==> src/rtl/mbr_mem_if.sv <==
// Memory buffer register with a memory-side read/write handshake.
// Holds a 16-bit word for the buffer register and moves it to and from memory under a bounded wait.
module mbr_mem_if #(
  parameter int unsigned TIMEOUT = 15
) (
  input  logic        CLK,
  input  logic        RST,
  input  logic [31:0] CON,
  input  logic [7:0]  MAR_IN,
  input  logic [15:0] ACC_IN,
  input  logic [15:0] MEM_RDATA,
  input  logic        MEM_ACK,
  output logic [7:0]  MEM_ADDR,
  output logic [15:0] MEM_WDATA,
  output logic        MEM_RD,
  output logic        MEM_WR,
  output logic [15:0] MBR_OUT,
  output logic        BUSY,
  output logic        ERR
);

  localparam logic [1:0] S_IDLE = 2'd0;
  localparam logic [1:0] S_RD   = 2'd1;
  localparam logic [1:0] S_WR   = 2'd2;

  // Counter value on the last permitted wait edge; reaching it without an ack aborts.
  localparam logic [3:0] CNT_LAST = 4'(TIMEOUT - 1);

  logic [1:0] state;
  logic [3:0] cnt;

  logic cmd_acc;
  logic cmd_rd;
  logic cmd_wr;
  logic cmd_bad;
  logic cnt_expired;

  // Only CON[4:2] carry meaning for this block.
  logic unused_con;
  assign unused_con = ^{CON[31:5], CON[1:0]};

  assign cmd_bad     = CON[3] & CON[4];
  assign cmd_rd      = CON[3] & ~CON[4];
  assign cmd_wr      = CON[4] & ~CON[3];
  assign cmd_acc     = CON[2] & ~CON[3] & ~CON[4];
  assign cnt_expired = (cnt == CNT_LAST);

  assign MEM_WDATA = MBR_OUT;

  // NOTE: sequential state uses non-blocking assignments so every register samples pre-edge values.
  // NOTE: every register, including the data word, is reset so the block comes up fully defined.
  always_ff @(posedge CLK or negedge RST) begin
    if (!RST) begin
      state    <= S_IDLE;
      cnt      <= '0;
      MBR_OUT  <= '0;
      MEM_ADDR <= '0;
      MEM_RD   <= 1'b0;
      MEM_WR   <= 1'b0;
      BUSY     <= 1'b0;
      ERR      <= 1'b0;
    end else begin
      case (state)
        S_IDLE: begin
          if (cmd_bad) begin
            ERR <= 1'b1;
          end else if (cmd_rd) begin
            MEM_ADDR <= MAR_IN;
            MEM_RD   <= 1'b1;
            BUSY     <= 1'b1;
            cnt      <= '0;
            ERR      <= 1'b0;
            state    <= S_RD;
          end else if (cmd_wr) begin
            MEM_ADDR <= MAR_IN;
            MEM_WR   <= 1'b1;
            BUSY     <= 1'b1;
            cnt      <= '0;
            ERR      <= 1'b0;
            state    <= S_WR;
          end else if (cmd_acc) begin
            MBR_OUT <= ACC_IN;
            ERR     <= 1'b0;
          end
        end

        S_RD, S_WR: begin
          if (MEM_ACK) begin
            if (state == S_RD) begin
              MBR_OUT <= MEM_RDATA;
            end
            MEM_RD <= 1'b0;
            MEM_WR <= 1'b0;
            BUSY   <= 1'b0;
            state  <= S_IDLE;
          end else if (cnt_expired) begin
            MEM_RD <= 1'b0;
            MEM_WR <= 1'b0;
            BUSY   <= 1'b0;
            ERR    <= 1'b1;
            state  <= S_IDLE;
          end else begin
            cnt <= cnt + 4'd1;
          end
        end

        default: begin
          MEM_RD <= 1'b0;
          MEM_WR <= 1'b0;
          BUSY   <= 1'b0;
          state  <= S_IDLE;
        end
      endcase
    end
  end

endmodule

==> config.mk <==
export PLATFORM = sky130hd
export DESIGN_NAME = mbr_mem_if
export DESIGN_NICKNAME = d
export VERILOG_FILES = /design/src/rtl/mbr_mem_if.sv
export SDC_FILE = /design/constraint.sdc
export NUM_CORES = 1
export LEC_CHECK = 0
export BUFFER_PORTS_ARGS = -buffer_cell sky130_fd_sc_hd__buf_2
export CELL_PAD_IN_SITES_DETAIL_PLACEMENT = 0
export CELL_PAD_IN_SITES_GLOBAL_PLACEMENT = 1
export CORE_MARGIN = 10
export CORE_UTILIZATION = 31
export DETAILED_ROUTE_END_ITERATION = 10
export GPL_ROUTABILITY_DRIVEN = 0
export PLACE_DENSITY_LB_ADDON = 0.1
export SLEW_MARGIN = 20
export SYNTH_ARGS = -nofsm -noshare
export SYNTH_HDL_FRONTEND = slang
export SYNTH_SLANG_ARGS = --single-unit
==> constraint.sdc <==
create_clock -name CLK -period 2.05 [get_ports CLK]
set_input_delay 0.205 -clock CLK [delete_from_list [all_inputs] [get_ports CLK]]
set_output_delay 0.205 -clock CLK [all_outputs]
set_load 0.005 [all_outputs]
-- After elaboration in Yosys (flattened, before gate mapping)
Cells that the tools add are included.
- bits in writable memories: 0
- register bits after elaboration: 34
- output and inout port bits: 44
- memories kept: 0
- bits of input ports: 75
- bits in latches: 0
- memory bits (read-only): 0
- equal/unequal tests: 17
- add/sub/neg operators: 1
- multiplexer cells: 40
- bitwise gates (word level): 8
- order comparisons: 0
- shift operators: 0
- $mul: 0
- divide/modulo/power cells: 0
- reduce and logical (&&, ||, !) cells: 11
- operator list (operator ; count):
    $mux W16 ; 6
    $pmux W16 S2 ; 1
    $ne A2 B2 Y1 const B ; 11
    $mux W4 ; 5
    $mux W8 ; 2
    $mux W1 ; 15
    $mux W2 ; 5
    $reduce_and A3 Y1 ; 3
    $pmux W1 S2 ; 4
    $pmux W4 S2 ; 1
    $reduce_and A4 Y1 ; 2
    $reduce_and A7 Y1 ; 1
    $ne A3 B3 Y1 const B ; 2
    $and A1 B1 Y1 ; 5
    $ne A5 B5 Y1 const B ; 1
    $reduce_and A5 Y1 ; 1
    $add A4 B1 Y4 const B ; 1
    $eq A4 B4 Y1 const B ; 1
    $pmux W2 S2 ; 1
    $reduce_bool A2 Y1 ; 2
    $not A1 Y1 ; 3
    $eq A2 B1 Y1 const B ; 1
    $eq A2 B2 Y1 const B ; 1
    $logic_not A2 Y1 ; 1
    $reduce_or A2 Y1 ; 1

-- Longest topological paths before layout
Gate-level depths: netlist (run 1).
- depth after elaboration: 8
- gate-level depth with buffers: 9

-- Least setup slack after synthesis (run 1)
OpenSTA, ideal clock, no wires.
- kind: reg2reg
- from: reg state[1]
- to: reg MEM_ADDR[0]
- setup time: 125 ps
- setup slack: 263 ps
- arrival time: 1662 ps
- required time: 1925 ps
- stages on the path, launching flop included: 7
- period minus slack after synthesis: 1787 ps
- path through: dfrtp_1 > inv_1 > ha_1 > clkbuf_1 > nor2b_1 > clkbuf_1 > mux2_2
- word-level cells in the longest chain between the ends: 2
- ends and longest elaborated chain (what ; RTL line ; RTL):
    start: declaration ; 29 ; logic [1:0] state;
    start signal: assignment ; 54 ; state <= S_IDLE;
    start signal: assignment ; 73 ; state <= S_RD;
    start signal: assignment ; 80 ; state <= S_WR;
    $logic_not A2 Y1 ; 63 ; case (state)
    $reduce_and A3 Y1 (no line) ; -- ;
    end signal: assignment ; 57 ; MEM_ADDR <= '0;
    end signal: assignment ; 68 ; MEM_ADDR <= MAR_IN;
    end signal: assignment ; 75 ; MEM_ADDR <= MAR_IN;
    end: declaration ; 13 ; output logic [7:0] MEM_ADDR,
No other way between the ends.
A chain may end at the register's enable or synchronous reset.

-- Final worst setup path (run 1)
- from: reg state[1]
- to: reg MBR_OUT[13]
- word-level cells in the longest chain between the ends: 4
- elaborated cells between the ends (all ways): 13
- those cells by class: eq/ne (8); mux (1); reduce/logical (4)
- ends and longest elaborated chain (what ; RTL line ; RTL):
    $eq A2 B1 Y1 or $eq A2 B2 Y1 (tied branches) ; 63, 89 ;
    $reduce_or A2 Y1 ; 63 ;
    $ne A2 B2 Y1 (no line) or $reduce_bool A2 Y1 (tied branches) ; -- ;
    $reduce_and A7 Y1 (no line) ; -- ;
    end signal: assignment ; 56 ; MBR_OUT <= '0;
    end signal: assignment ; 82 ; MBR_OUT <= ACC_IN;
    end signal: assignment ; 90 ; MBR_OUT <= MEM_RDATA;
    end: declaration ; 17 ; output logic [15:0] MBR_OUT,
Parallel ways exist; a longest one is shown, timed or not.

==> results by group, run 1 <==
STA
  – Fin crit share: 86.1%
  – Hold WS: -0.171 ps
  – Final setup violating endpoints: 0
  – Least-Margin Pin Slew: 777 ps
  – Fin crit period: 1770 ps
  – Max-slew violations: 0
  – Max Freq: 0.566 GHz
  – RSZ-0062 raised after global routing: no
  – Setup_tns: 0 ps
  – Worst slew margin: 48.2%
  – Clock Skew: 4.70 ps
  – Final hold violation count: 1

Clock tree
  – # H-tree levels: 2
  – Hold Buf Count CTS: 0
  – PostCTS Resize Cnt: 0
  – Root Buffer: clkbuf_8
  – TritonCTS clock tree: done
  – # clock sinks: 34
  – # Post-CTS Setup Buffers: 0
  – Worst-skew pair later-pin latency: 280 ps
  – CTS buffer count: 5
  – Clock buffer depth: 2
  – Reg clk slew, reported paths: 70 ps

Yosys
  – Post-synth EDFFs: 0
  – Most common cell in the synthesized netlist: dfrtp_1
  – Post-Syn Instances: 179
  – Leading area contributor after synthesis: dfrtp_1
  – Main area contributors after synthesis: dfrtp_1 45%, mux2i_1 8.9%, a21oi_1 7.1%, buf_4 6.7%, mux2_2 4.7%
  – Yosys reg bits: 34
  – Most frequent cells after synthesis: 34 x dfrtp_1, 27 x a21oi_1, 17 x buf_4, 17 x mux2i_1, 10 x a21oi_2
  – Yosys warning total: 0
  – Syn nets: 261
  – Cell area after synthesis: 1910 um^2
  – Yosys top cell area share: 44.6%
  – Main flop type after synthesis: dfrtp_1
  – Seq/Total Area, Yosys: 44.6%
  – Syn avg cell area: 10.6 um^2
  – Ys async rst share: 100%
  – Distinct cells, synth: 32

Floorplanning
  – Initial core utilization: 32.0%
  – Core Area: 5960 um^2
  – Die Ht: 98.4 um
  – Die extent in x: 98.4 um
  – Row count: 28
  – Die area: 9680 um^2
  – IO Pins: 119

Detailed routing
  – Final ANT Viol Nets: 0
  – Via count: 1553
  – Drt first-iter violations: 45
  – Total wire length: 5.09 mm
  – Drt drc: 0
  – WL per Instance: 15.1 um
  – 1st-pass router iterations: 3
  – Routed vias/inst: 4.61

Finish
  – Final net count: 344
  – Final core occ: 41.0%
  – Layout area overhead: 28.0%
  – Multi-input logic area: 853 um^2
  – Design area: 2440 um^2
  – Register Area: 851 um^2
  – Share of layout cells above drive strength 1: 48.5%
  – ANT cells: 0
  – Layout fillers: 612

Setup path
  – Setup crit end kind: register
  – Crit start category: register
  – CP Max Fanout: 10
  – Crit path kind: reg -> reg
  – Required time of the critical path: 2220 ps
  – CP arrival: 1930 ps

GRT
  – Vias in the first global route: 1724
  – First-pass GRT wire length: 8.47 mm
  – Pin count of the biggest net entering global routing: 35
  – Initial antenna violation count: 0
  – GRT Util Overall: 10.4%
  – Grt total ovfl: 0

Power
  – Leak: 1.18 nW
  – Pwr per Cell Area: 1480 nW/um^2
  – Maximum VDD drop: 0.573 mV

Placement
  – Placed cell area: 2360 um^2
  – Port Buffer Count: 89
  – HPWL after detailed placement: 4.01 mm

Job
  – Maxcap violations: 0

Status
  – Violated checks: negative hold slack
  – Outcome: finished, violations left

Hold path
  – Worst hold path class: in -> async
-- per-stage QoR --
| step | instances | setup WS (ps) | total power (W) |
|---|---|---|---|
| 2_1_floorplan | 179 | 263 | 0.00257 |
| 3_3_place_gp | 330 | 194 | 0.00322 |
| 3_5_place_dp | 330 | 215 | 0.00322 |
| 4_1_cts | 337 | 263 | 0.00371 |
| 5_1_grt | 337 | 142 | 0.00396 |
| 6_report | 337 | 284 | 0.00362 |
-- path summary, 6_finish.rpt --
| check | from | endpoint | slack, ps | depth (start not counted) |
|---|---|---|---|---|
| hold / removal | RST | MEM_ADDR[5] | -0.2 | 1 |
| setup reg to reg | state[1] | MBR_OUT[13] | 280 | 8 |
| min in group CLK | MAR_IN[3] | MEM_ADDR[3] | 150 | 2 |
| hold reg to reg | MEM_ADDR[2] | MEM_ADDR[2] | 500 | 1 |
| setup / recovery | state[1] | MBR_OUT[13] | 280 | 8 |
| max in group asynchronous | RST | MBR_OUT[13] | 1560 | 1 |
-- placed cells by master, fill, tap and decap left out, drive strengths merged --
cell type,instances
a21boi,1
clkbuf,6
mux2i,17
o41ai,1
and4b,1
or3b,1
nand3,4
nand4,2
dfrtp,34
o21ai,6
and2,1
nand2b,1
a31oi,3
a22o,2
clkinvlp,1
buf,101
nand3b,1
ha,7
o311ai,1
o22ai,1
inv,7
a41o,1
mux2,8
o32a,1
nor2,7
a21oi,37
nand2,5
nor2b,3
a2111oi,1
-- kinds of logic (layout without fill, tap and decap cells) --
kind of cell	Yosys count	count (layout)	synth area share (%)
AOI/OAI and AO/OA	55	55	19.3
DFF	34	34	44.6
buffers and inverters	32	115	10.6
and+or+nand+nor	26	26	7.22
muxes	25	25	13.7
adders and majority gates	7	7	4.60
-- power by group --
part	switching (W)	leakage, nW	internal [W]
clock network	0.000236	0.0373	0.000233
logic	0.00103	0.741	0.000960
registers	0.000185	0.400	0.000980
total	0.00145	1.18	0.00217
-- area by class of cell --
cell class	instances	share of cell area [%]
tap	75	3.85
multi-input combinational	113	35.0
clock buffer	6	2.97
timing repair buffer	101	21.9
clock inverter	1	0.308
inverter	7	1.08
sequential	34	34.9
-- per-layer routing --
layer	up-vias	track usage, %	routed length [um]
met5	-	0	0
met1	719	12.0	2290
met4	0	2.98	14
met2	49	17.2	2430
met3	2	4.09	358
li1	783	-	-
-- worst max-delay path: stages (launching register included) --
cell      delay (ps)
dfrtp_1          360
inv_1            110
ha_1             280
buf_4            190
nand2b_1         180
nand2_1           90
and2_1           150
buf_4            220
a21oi_2           70
-- sequential cells by signal (all words and copies together) (netlist names) --
signal    flops
MBR_OUT      16
MEM_ADDR      8
cnt           4
state         2
BUSY          1
ERR           1
MEM_RD        1
MEM_WR        1
Power figures use the tool's default switching activity.
==> run 2, diff against run 1 <==
--- a/config.mk
+++ b/config.mk
@@ -8,6 +8,7 @@
 export BUFFER_PORTS_ARGS = -buffer_cell sky130_fd_sc_hd__buf_2
 export CELL_PAD_IN_SITES_DETAIL_PLACEMENT = 0
 export CELL_PAD_IN_SITES_GLOBAL_PLACEMENT = 1
+export CORE_ASPECT_RATIO = 0.6
 export CORE_MARGIN = 10
 export CORE_UTILIZATION = 31
 export DETAILED_ROUTE_END_ITERATION = 10
==> results by group, run 2 (synthesis results as in run 1) <==
Status
  – Outcome: completed

Job
  – Maxcap violations: 0

Floorplanning
  – Initial core utilization: 31.6%
  – Die area: 9790 um^2
  – Core Area: 6030 um^2
  – Die extent in x: 121 um
  – Row count: 22
  – Die Ht: 80.7 um
  – IO Pins: 119

Hold path
  – Worst hold path class: in -> async

Finish
  – Share of layout cells above drive strength 1: 48.3%
  – Most frequent cells in the layout: 89 x buf_2, 34 x dfrtp_1, 27 x a21oi_1
  – Layout area overhead: 28.0%
  – ANT cells: 0
  – Final core occ: 40.5%
  – Most common cell after layout, fill and taps aside: buf_2
  – Layout fillers: 618
  – Biggest register: MBR_OUT
  – Top flop regs: MBR_OUT x16, MEM_ADDR x8, cnt x4
  – Max reg flops: 16
  – Final net count: 342

STA
  – Max-slew violations: 0
  – Fin crit share: 84.5%
  – Clock Skew: 3.04 ps
  – Fin crit period: 1730 ps
  – RSZ-0062 raised after global routing: no
  – Least-Margin Pin Slew: 794 ps
  – Final setup violating endpoints: 0
  – Final hold violation count: 0
  – Worst slew margin: 47.1%
  – Max Freq: 0.577 GHz
  – Setup_tns: 0 ps

Power
  – Maximum VDD drop: 0.547 mV
  – Leak: 1.17 nW
  – Pwr per Cell Area: 1480 nW/um^2

Clock tree
  – Worst-skew pair later-pin latency: 280 ps
  – CTS buffer count: 5
  – # H-tree levels: 2
  – # clock sinks: 34
  – # Post-CTS Setup Buffers: 0
  – Hold Buf Count CTS: 0
  – TritonCTS clock tree: done
  – Root Buffer: clkbuf_8
  – PostCTS Resize Cnt: 0
  – Clock buffer depth: 2
  – Reg clk slew, reported paths: 70 ps

Detailed routing
  – Max Used Layer: met4
  – Wire length on met3: 497 um
  – Drt drc: 0
  – 1st-pass router iterations: 4
  – WL per Instance: 14.9 um
  – Routed vias/inst: 4.59
  – Drt first-iter violations: 66
  – Metal2 WL: 1.97 mm
  – Total wire length: 5.10 mm
  – Final ANT Viol Nets: 0
  – Via count: 1575
  – WL met1: 2.59 mm

Setup path
  – Setup crit end kind: register
  – Crit path kind: reg -> reg
  – CP Cell Sequence: inv_1 > ha_1 > o21ai_0 > nand3b_1 > mux2i_1 > nor2_1
  – Critical R2R Launch: state[1]
  – Worst setup path start: state[1]
  – CP arrival: 1900 ps
  – Required time of the critical path: 2220 ps
  – Buf/Inv on CP: 1
  – FF-to-FF path depth: 6
  – CP Max Fanout: 10
  – Crit start category: register
  – CP max stage delay: 360 ps
  – Largest delay share family, worst path: flip-flops
  – CP max-delay cell: dfrtp_1
  – Worst path depth: 6

GRT
  – GRT Util Overall: 10.2%
  – Vias in the first global route: 1647
  – Initial antenna violation count: 0
  – Pin count of the biggest net entering global routing: 35
  – First-pass GRT wire length: 8.08 mm
  – Grt total ovfl: 0

Placement
  – HPWL after detailed placement: 3.90 mm
  – Port Buffer Count: 89
[run 2: layer usage]
| metal | GRT usage [%] | up-vias |
|---|---|---|
| li1 | - | 789 |
| met3 | 5.19 | 4 |
| met2 | 14.3 | 59 |
| met5 | 0 | - |
| met1 | 13.4 | 723 |
| met4 | 2.84 | 0 |
[run 2: worst paths after layout]
kind,end,slack [ps]
max reg2reg,cnt[2],320
max in group asynchronous,MBR_OUT[2],1540
min,MEM_ADDR[2],6
min reg2reg,MEM_WR,490
min in group CLK,MEM_ADDR[7],150
max,cnt[2],320
[run 2: stage by stage]
stage               total power [W]  hold WS, ps  std cells  instance area, um^2  worst slack (ps)
finish                      0.00360         6.01        343                 2440               317
global route                0.00395         70.8        343                 2440               169
CTS                         0.00369         38.1        343                 2440               296
detailed placement          0.00317          348        337                 2360               141
global placement            0.00317          351        337                 2360               120
floorplan                   0.00257        -90.6        179                 1910               263
[run 2: power by group]
part | switching [W] | leakage [nW] | total [W] | internal, W
clock | 0.000234 | 0.0431 | 0.000493 | 0.000259
combinational | 0.00102 | 0.731 | 0.00194 | 0.000921
sequential | 0.000187 | 0.400 | 0.00117 | 0.000980
total | 0.00144 | 1.17 | 0.00360 | 0.00216
[run 2: layout make-up]
cell class                 count  area [um^2]  area share, %
clock buffer                   6         82.6           3.39
inverter                       7         26.3           1.08
multi-input combinational    113          853           35.0
sequential                    34          851           34.9
tap                           84          105           4.31
timing repair buffer          99          520           21.3
[run 2: worst register-to-register path: stages (launching register included)]
cell and delay, ps:
dfrtp_1 360, inv_1 110, ha_1 360, o21ai_0 330
nand3b_1 200, mux2i_1 200, nor2_1 60
==> run 3, diff against run 2 <==
==> constraint.sdc (replaced) <==
create_clock -name CLK -period 1.8 [get_ports CLK]
set_input_delay 0.18 -clock CLK [delete_from_list [all_inputs] [get_ports CLK]]
set_output_delay 0.18 -clock CLK [all_outputs]
set_load 0.005 [all_outputs]
==> results by group, run 3 (synthesis results as in run 1) <==
Detailed routing
  – Total wire length: 5.29 mm
  – Drt first-iter violations: 70
  – Drt drc: 0
  – Via count: 1614
  – WL per Instance: 15.1 um
  – Routed vias/inst: 4.62
  – Final ANT Viol Nets: 0
  – 1st-pass router iterations: 4

Placement
  – HPWL after detailed placement: 4.11 mm
  – Place WS: 75.8 ps
  – Port Buffer Count: 89

Setup path
  – Crit start category: register
  – Crit path kind: reg -> reg
  – CP arrival: 1790 ps
  – R2R setup slack: 170 ps
  – CP Cell Sequence: inv_1 > ha_1 > o21ai_0 > buf_4 > nand3b_1 > mux2i_1 > nor2_1
  – CP max stage delay: 380 ps
  – CP Max Fanout: 6
  – CP max-delay cell: dfrtp_1
  – Setup crit end kind: register
  – Required time of the critical path: 1970 ps

STA
  – Max Freq: 0.614 GHz
  – Fin crit share: 90.5%
  – Worst slew margin: 63.3%
  – Setup ws final: 171 ps
  – RSZ-0062 raised after global routing: no
  – Fin crit period: 1630 ps
  – Setup_tns: 0 ps
  – Max-slew violations: 0
  – Least-Margin Pin Slew: 544 ps
  – Final setup violating endpoints: 0
  – Clock Skew: 4.76 ps
  – Final hold violation count: 0

GRT
  – Pin count of the biggest net entering global routing: 35
  – Initial antenna violation count: 0
  – Grt total ovfl: 0
  – GRT Util Overall: 10.7%
  – First-pass GRT wire length: 8.51 mm
  – Vias in the first global route: 1722

Finish
  – Layout area overhead: 33.2%
  – Layout fillers: 617
  – Most common cell after layout, fill and taps aside: buf_2
  – Top flop regs: MBR_OUT x16, MEM_ADDR x8, cnt x4
  – Most frequent cells in the layout: 89 x buf_2, 34 x dfrtp_1, 27 x a21oi_1
  – Share of layout cells above drive strength 1: 50.2%
  – Biggest register: MBR_OUT
  – Max reg flops: 16
  – Final net count: 347
  – ANT cells: 0

Clock tree
  – TritonCTS clock tree: done
  – Root Buffer: clkbuf_8
  – Reg clk slew, reported paths: 70 ps
  – # H-tree levels: 2
  – Clock buffer depth: 2
  – CTS buffer count: 5
  – # Post-CTS Setup Buffers: 0
  – Worst-skew pair later-pin latency: 280 ps
  – # clock sinks: 34

Power
  – Maximum VDD drop: 0.607 mV
  – Combinational share of power: 53.3%
  – Switching power: 0.00168 W
  – Sequential power share: 30.4%
  – Leak: 1.22 nW
  – Clock power frac: 16.3%
  – Pwr per Cell Area: 1720 nW/um^2
  – Sw Share: 38.4%
  – Pint: 0.00269 W

Floorplanning
  – Initial core utilization: 31.6%
  – Die extent in x: 121 um
  – Core Area: 6030 um^2
  – Die Ht: 80.7 um
  – Row count: 22
  – IO Pins: 119
  – Die area: 9790 um^2

Status
  – Outcome: completed

Hold path
  – Worst hold path class: in -> reg

Job
  – Maxcap violations: 0
[run 3: final timing paths]
check,from,endpoint,cells after the start
worst min-delay path,MAR_IN[7],MEM_ADDR[7],2
min in group asynchronous,RST,MEM_ADDR[2],3
worst max-delay path,state[0],cnt[2],7
worst min register to register,MEM_WR,MEM_WR,2
max in group asynchronous,RST,MBR_OUT[3],3
worst max register to register,state[0],cnt[2],7
[run 3: per-stage QoR]
step | hold slack [ps] | util, % | area (um^2) | total power (W) | instances
6_report | 128 | 42.1 | 2540 | 0.00437 | 349
5_1_grt | 115 | 42.1 | 2540 | 0.00479 | 349
4_1_cts | 113 | 41.8 | 2520 | 0.00445 | 349
3_5_place_dp | 258 | 39.8 | 2400 | 0.00370 | 341
3_3_place_gp | 252 | 39.8 | 2400 | 0.00368 | 341
2_1_floorplan | -116 | - | 1910 | 0.00292 | 179
[run 3: metal layers]
layer	global-route usage, %	up-vias	wire length (um)
li1	-	802	-
met1	15.1	749	2680
met2	13.9	61	2050
met3	5.47	2	540
met4	2.49	0	17
met5	0	-	0
[run 3: final cells by class]
| class | instances | area (um^2) | share of cell area [%] |
|---|---|---|---|
| tap | 84 | 105 | 4.14 |
| clock inverter | 1 | 30.0 | 1.18 |
| inverter | 7 | 26.3 | 1.04 |
| sequential | 34 | 851 | 33.5 |
| multi-input combinational | 113 | 870 | 34.3 |
| clock buffer | 6 | 82.6 | 3.25 |
| timing repair buffer | 104 | 573 | 22.6 |
[run 3: critical path, delay by kind of cell, from the launching register on]
kind / cells / cell delay, ps
buf+inv: 2 / 290
simple gates: 2 / 160
compound gates: 1 / 250
mux: 1 / 190
fa+ha+maj: 1 / 250
flops: 1 / 380
[run 3: power groups by stage]
stage	sequential (W)	clock (W)	combinational (W)
after floorplan	0.00136	0	0.00156
after global placement	0.00133	0	0.00235
after detailed placement	0.00134	0	0.00236
after CTS	0.00134	0.000754	0.00236
after global routing	0.00139	0.000788	0.00261
final	0.00133	0.000715	0.00233
[run 3: what timing repair did]
action	CTS	global route
endpoints found under the hold margin	34	0
resized for setup	0	5
hold buffers	1	0
setup endpoints to repair	0	7
